### config.mk
export PLATFORM = sky130hd
export DESIGN_NAME = fetch_stage
export DESIGN_NICKNAME = d
export VERILOG_FILES = /design/src/rtl/fetch_stage.sv
export SDC_FILE = /design/constraint.sdc
export NUM_CORES = 1
export LEC_CHECK = 0
export ABC_AREA = 1
export CAP_MARGIN = 20
export CORE_ASPECT_RATIO = 1.1
export CORE_UTILIZATION = 47
export DETAILED_ROUTE_END_ITERATION = 12
export GPL_TIMING_DRIVEN = 0
export HOLD_SLACK_MARGIN = 0.03
export MAX_ROUTING_LAYER = met4
export PLACE_DENSITY = 0.94
export SYNTH_ARGS = -nofsm -noshare
export SYNTH_HDL_FRONTEND = slang
export SYNTH_SLANG_ARGS = --single-unit
export TNS_END_PERCENT = 5
### constraint.sdc
create_clock -name clk -period 2.85 [get_ports clk]
set_input_delay 0.855 -clock clk [delete_from_list [all_inputs] [get_ports clk]]
set_output_delay 0.855 -clock clk [all_outputs]
set_load 0.01 [all_outputs]
### src/rtl/fetch_stage.sv
// RV32I instruction-fetch stage: program counter, instruction-memory address
// and the IF/ID pipeline register, steered by the hazard unit's controls.
module fetch_stage #(
  parameter logic [31:0] RESET_PC  = 32'h0000_0000,
  parameter logic [31:0] NOP_INSTR = 32'h0000_0013
) (
  input  logic        clk,
  input  logic        rst_n,
  input  logic        PCWrite,
  input  logic        IFIDWrite,
  input  logic        Flush,
  input  logic [31:0] jump_target,
  output logic [31:0] imem_addr,
  input  logic [31:0] imem_rdata,
  input  logic        imem_ready,
  output logic [31:0] pc,
  output logic [31:0] IFID_pc,
  output logic [31:0] IFID_pc4,
  output logic [31:0] IFID_instr,
  output logic        IFID_valid,
  output logic [4:0]  IFID_Register1,
  output logic [4:0]  IFID_Register2,
  output logic        misaligned
);

  logic [31:0] r_pc;
  logic [31:0] r_ifid_pc;
  logic [31:0] r_ifid_pc4;
  logic [31:0] r_ifid_instr;
  logic        r_ifid_valid;
  logic        r_misaligned;

  logic [31:0] w_pc_plus4;
  logic [31:0] w_redirect_pc;
  logic        w_target_misaligned;

  assign w_pc_plus4          = r_pc + 32'd4;
  assign w_redirect_pc       = {jump_target[31:2], 2'b00};
  assign w_target_misaligned = |jump_target[1:0];

  // Flush overrides any stall so a resolved redirect is never lost.
  always_ff @(posedge clk or negedge rst_n) begin
    if (!rst_n) begin
      r_pc         <= RESET_PC;
      r_misaligned <= 1'b0;
    end else if (Flush) begin
      r_pc <= w_redirect_pc;
      if (w_target_misaligned) r_misaligned <= 1'b1;
    end else if (PCWrite && imem_ready) begin
      r_pc <= w_pc_plus4;
    end
  end

  // A held IF/ID (IFIDWrite=0) takes priority over the memory-wait bubble.
  always_ff @(posedge clk or negedge rst_n) begin
    if (!rst_n) begin
      r_ifid_pc    <= RESET_PC;
      r_ifid_pc4   <= RESET_PC + 32'd4;
      r_ifid_instr <= NOP_INSTR;
      r_ifid_valid <= 1'b0;
    end else if (Flush || (IFIDWrite && !imem_ready)) begin
      r_ifid_pc    <= r_pc;
      r_ifid_pc4   <= w_pc_plus4;
      r_ifid_instr <= NOP_INSTR;
      r_ifid_valid <= 1'b0;
    end else if (IFIDWrite) begin
      r_ifid_pc    <= r_pc;
      r_ifid_pc4   <= w_pc_plus4;
      r_ifid_instr <= imem_rdata;
      r_ifid_valid <= 1'b1;
    end
  end

  assign imem_addr      = r_pc;
  assign pc             = r_pc;
  assign IFID_pc        = r_ifid_pc;
  assign IFID_pc4       = r_ifid_pc4;
  assign IFID_instr     = r_ifid_instr;
  assign IFID_valid     = r_ifid_valid;
  assign IFID_Register1 = r_ifid_instr[19:15];
  assign IFID_Register2 = r_ifid_instr[24:20];
  assign misaligned     = r_misaligned;

endmodule

# After elaboration in Yosys (flattened, before gate mapping)

Index checks and enable logic that the tools add are counted.
Widths: inputs -> output; s select.

Word-level logic and storage cells: 25
Output and inout bits: 172
Bits of input ports: 70
Register bits after elaboration: 130

$add $sub $neg: 1
Reduce and logical (&&, ||, !) cells: 8
Muxes and demuxes: 10

Operators by type and width:

| kind                  | count |
|---|---|
| $mux 32               | 8 |
| $add 32x3->32 const B | 1 |
| $reduce_bool 2->1     | 2 |
| $logic_and 1x1->1     | 2 |
| $mux 1                | 2 |
| $reduce_and 2->1      | 1 |
| $reduce_or 2->1       | 1 |
| $logic_not 1->1       | 1 |
| $logic_or 1x1->1      | 1 |

# Logic depth before layout (Yosys ltp)

Depth after elaboration: 4
Depth in mapped cells: 10
Mapped depth without buffers: 10

# Least setup slack after synthesis

OpenSTA, ideal clock, no wires.

Kind: input to register
Start point: in Flush
End point: reg r_ifid_instr[29] (netlist: IFID_instr[29])
Path slack: 988 ps
Buffers on the path: 3
Library setup time: 121 ps
Required time: 2729 ps
Arrival: 1741 ps
Cell stages on the path: 8
Cell sequence: buf_2 -> nor2_2 -> inv_2 -> nand2_2 -> inv_2 -> buf_4 -> buf_6 -> a22o_1

Word-level cells in the longest chain between the ends: 2
Elaborated cells between the ends (all ways): 3
Classes of those cells: mux (1); reduce/logical (2)

Ends and longest elaborated chain:

| element                                             | RTL line | text |
|---|---|---|
| start: declaration                                  | 11       | `input logic Flush,` |
| $logic_or 1x1->1 *                                  | 61       | `end else if (Flush \|\| (IFIDWrite && !imem_ready)) begin` |
| $mux 32 / $reduce_bool 2->1 (equally long branches) | -        |  |
| end signal: assignment                              | 69       | `r_ifid_instr <= imem_rdata;` |
| end: declaration                                    | 29       | `logic [31:0] r_ifid_instr;` |

Mark *: on every way between the ends. The rest lies on a longest branch, timed or not.
A chain may end at the register's enable or synchronous reset.

# Final worst setup path

Start point: reg r_pc[12] (netlist: imem_addr[12])
End point: out pc[12]

RTL lines:

| element                  | RTL line | text |
|---|---|---|
| start: declaration       | 26       | `logic [31:0] r_pc;` |
| start signal: assignment | 47       | `r_pc <= w_redirect_pc;` |
| start signal: assignment | 50       | `r_pc <= w_pc_plus4;` |
| end: declaration         | 16       | `output logic [31:0] pc,` |

No word-level cell between the ends.

==> impl_metrics.py <==
metrics = {
    "run_status": {
        "status": "finished, final reports clean",
    },
    "setup_path": {
        "worst_ep_arrival_time_ps": 1650,
        "r2r_worst_path_depth": 10,
        "critical_path_required_ps": 2000,
        "critical_path.endpoint_type": "output pin",
        "cp-start-kind": "flop",
        "crit_path_category": "flop to output pin",
        "cp-endpoint": "pc[12]",
        "crit-reg2reg-capture": "IFID_pc4[22]",
        "worstPathMaxFanout": 6,
        "reg2reg_start": "imem_addr[2]",
        "worst-r2r-setup-slack_ps": 1040,
        "cp-startpoint": "imem_addr[12]",
    },
    "power": {
        "pwr-share-seq_pct": 37.3,
        "power.internal_mw": 4.19,
        "power.share.clock_pct": 40.6,
        "power_switching_mw": 1.54,
        "netSwitchingFraction_pct": 26.9,
        "pwr-share-comb_pct": 22.1,
        "power.leakage_nw": 4.41,
        "max-vdd-ir-drop_uv": 322,
        "power_per_cell_area_nw_per_um2": 619,
    },
    "final_layout": {
        "final_core_utilization_pct": 73.6,
        "footprint_of_the_multi_input_gates_um2": 2230,
        "antenna_cells": 0,
        "final.fill_count": 913,
        "final_layout_size_suffix_gt1_share_pct": 12.8,
        "nNetsFinal": 1040,
        "layout.area.seq_um2": 3110,
        "areaGrowthSynthToFinish_pct": 53.0,
    },
    "timing": {
        "fmax_ghz": 0.400,
        "slew_headroom_pct": 60.0,
        "timing_hold_violations_final": 0,
        "clock_skew_ps": 7.64,
        "totalNegativeSetupSlack_ps": 0,
        "setup_viol_count_final": 0,
        "fin_ws_ps": 350,
        "final.period_utilization_pct": 87.7,
        "worst_margin_slew_ps": 600,
        "fin_crit_ps": 2500,
        "setup_repair_after_global_routing_missed_its_margin": "false",
        "timing_max_transition_violations_final": 0,
    },
    "yosys": {
        "ys.flop_type": "sky130_fd_sc_hd__dfrtp_1",
        "synth-warning-count": 0,
        "synth_sequential_area_ratio_pct": 51.4,
        "postSynthAreaPerCell_um2": 8.52,
        "top_cell_types_by_occurrence_after_synthesis": "sky130_fd_sc_hd__nand2_1 (257), sky130_fd_sc_hd__dfrtp_1 (120), sky130_fd_sc_hd__inv_1 (62), sky130_fd_sc_hd__o21ai_0 (62), sky130_fd_sc_hd__buf_4 (50)",
        "synthTopCellsByArea": "sky130_fd_sc_hd__dfrtp_1 (50%), sky130_fd_sc_hd__nand2_1 (16%), sky130_fd_sc_hd__buf_4 (6.2%)",
        "syn-cell-area_um2": 6050,
        "post-synth-top-count-cell": "sky130_fd_sc_hd__nand2_1",
        "synth-async-reset-ratio_pct": 100,
        "yosys.cell_types.count": 29,
        "synth.ff_latch_count": 124,
        "synth.largest_area_cell": "sky130_fd_sc_hd__dfrtp_1",
        "synth_largest_type_area_fraction_pct": 49.6,
        "synth_enable_flop_cells": 0,
        "post_synthesis_cell_count": 710,
    },
    "clock_tree": {
        "htree_num_levels": 4,
        "cts_resized": 0,
        "cts-hold-fix-buffers": 0,
        "clock_tree.root_cell": "sky130_fd_sc_hd__clkbuf_16",
        "clock_slew_seen_by_the_registers_of_the_worst_setup_and_hold_paths_ps": 60,
        "buffers_inserted_during_post_cts_setup_optimization": 0,
        "cts_tree": "yes",
        "cts-buffers-inserted": 17,
        "clock-sinks": 124,
        "latest_clock_arrival_within_the_worst_skew_pair_ps": 410,
        "max-clock-path-buffers": 2,
    },
    "routing": {
        "detail_route.first_pass.iterations": 5,
        "drt-wirelength-per-cell_um": 16.9,
        "detail-route-antenna-nets": 0,
        "vias_per_cell": 5.07,
        "dr.first_iter.drc_count": 428,
        "totalWireLength_mm": 19.3,
        "routed-via-count": 5777,
        "post-route-drc-count": 0,
    },
    "global_routing": {
        "globalRouteOverflowTotal": 0,
        "number_of_antenna_violations_at_the_first_check_in_global_routing": 0,
        "grt_util_all_layers_pct": 30.5,
        "grt_max_degree": 71,
        "first_global_vias": 5670,
        "grt_pass1_wl_mm": 29.3,
    },
    "die": {
        "start_util_pct": 48.1,
        "core_region_area_um2": 12600,
        "io_pins": 242,
        "dieWidth_um": 110,
        "chipHeight_um": 121,
        "die_area_um2": 13300,
        "std_cell_rows": 43,
    },
    "placed_design": {
        "dp_slack_ps": 251,
        "portBuffers": 232,
        "place_congestion": 0.874,
        "place.detailed.hpwl_mm": 14.1,
    },
    "min_path": {
        "hp_class": "input pin to async pin",
    },
    "flow_run": {
        "max_cap_violations": 0,
    },
}
worst max-delay path, stage by stage, from the launching register on:
cell	delay [ps]
sky130_fd_sc_hd__dfrtp_1	550
sky130_fd_sc_hd__buf_4	170
sky130_fd_sc_hd__clkdlybuf4s50_1	520
through the flow:
stage	cells	cell area (um^2)	hold slack [ps]	power [mW]
2_1_floorplan	717	6080	495	2.65
3_3_place_gp	1106	8600	459	3.39
3_5_place_dp	1107	8620	467	3.42
4_1_cts	1139	9260	419	5.76
5_1_grt	1139	9260	437	5.96
6_report	1139	9260	404	5.74
how the worst min path moves through the flow:
stage	start	end	slack, ps	depth (start not counted)
detailed placement	misaligned	misaligned	470	1
global route	rst_n	IFID_pc[17]	440	1
finish	rst_n	IFID_pc[17]	400	1
floorplan	IFID_pc4[2]	IFID_pc4[2]	490	2
CTS	rst_n	IFID_pc[17]	420	1
global placement	misaligned	misaligned	460	1
routing by layer:
| layer | global-route usage, % | vias up | wire length [um] |
|---|---|---|---|
| met5 | - | - | 0 |
| met4 | 11.7 | 0 | 505 |
| met3 | 6.66 | 58 | 1610 |
| met2 | 49.9 | 306 | 9650 |
| met1 | 36.7 | 2716 | 7530 |
| li1 | - | 2697 | - |
registers in the layout (all words and copies together) (netlist names):
signal and count:
IFID_instr 32, IFID_valid 1, imem_addr 30, IFID_pc 30
misaligned 1, IFID_pc4 30
kinds of logic (layout without fill, tap and decap cells):
group,Yosys count,in the layout,synth area share [%]
simple gates,325,325,22.4
compound gates,105,105,11.1
xor+xnor,15,15,2.67
flops,124,124,51.4
buf+inv,139,404,12.2
other cells,1,8,0.0620
fa+ha+maj,1,1,0.207
cell type report:
class                      count  share of cell area, %
timing repair buffer         233                   25.4
sequential                   124                   33.6
inverter                      64                   2.59
tap                          157                   2.12
multi-input combinational    454                   24.1
buffer                        75                   5.35
clock buffer                  22                   5.12
clock inverter                10                   1.74
cells in the final DEF, fill, tap and decap left out, drive strengths merged:
master         netlist  layout
a22o                29      29
clkinv               0       2
and2                 2       2
buf                 66      68
clkinvlp             0       3
dfstp                4       4
conb                 1       8
o21ai               62      62
xor2                14      14
clkbuf               9      31
nand2              264     264
o21bai               5       5
dfrtp              120     120
nor2                40      40
xnor2                1       1
a21oi                1       1
bufinv               0       4
nand3               19      19
ha                   1       1
o211ai               3       3
clkdlybuf4s50        0     231
inv                 64      65
o22a                 3       3
o221ai               2       2
power by group through the flow:
| stage | sequential, mW | clock [mW] | combinational [mW] |
|---|---|---|---|
| after detailed placement | 2.16 | 0 | 1.26 |
| after global placement | 2.15 | 0 | 1.23 |
| after floorplan | 2.22 | 0 | 0.429 |
| final | 2.14 | 2.33 | 1.27 |
| after global routing | 2.16 | 2.43 | 1.37 |
| after CTS | 2.14 | 2.35 | 1.27 |
Note: power is estimated with default switching activity, not from simulation.
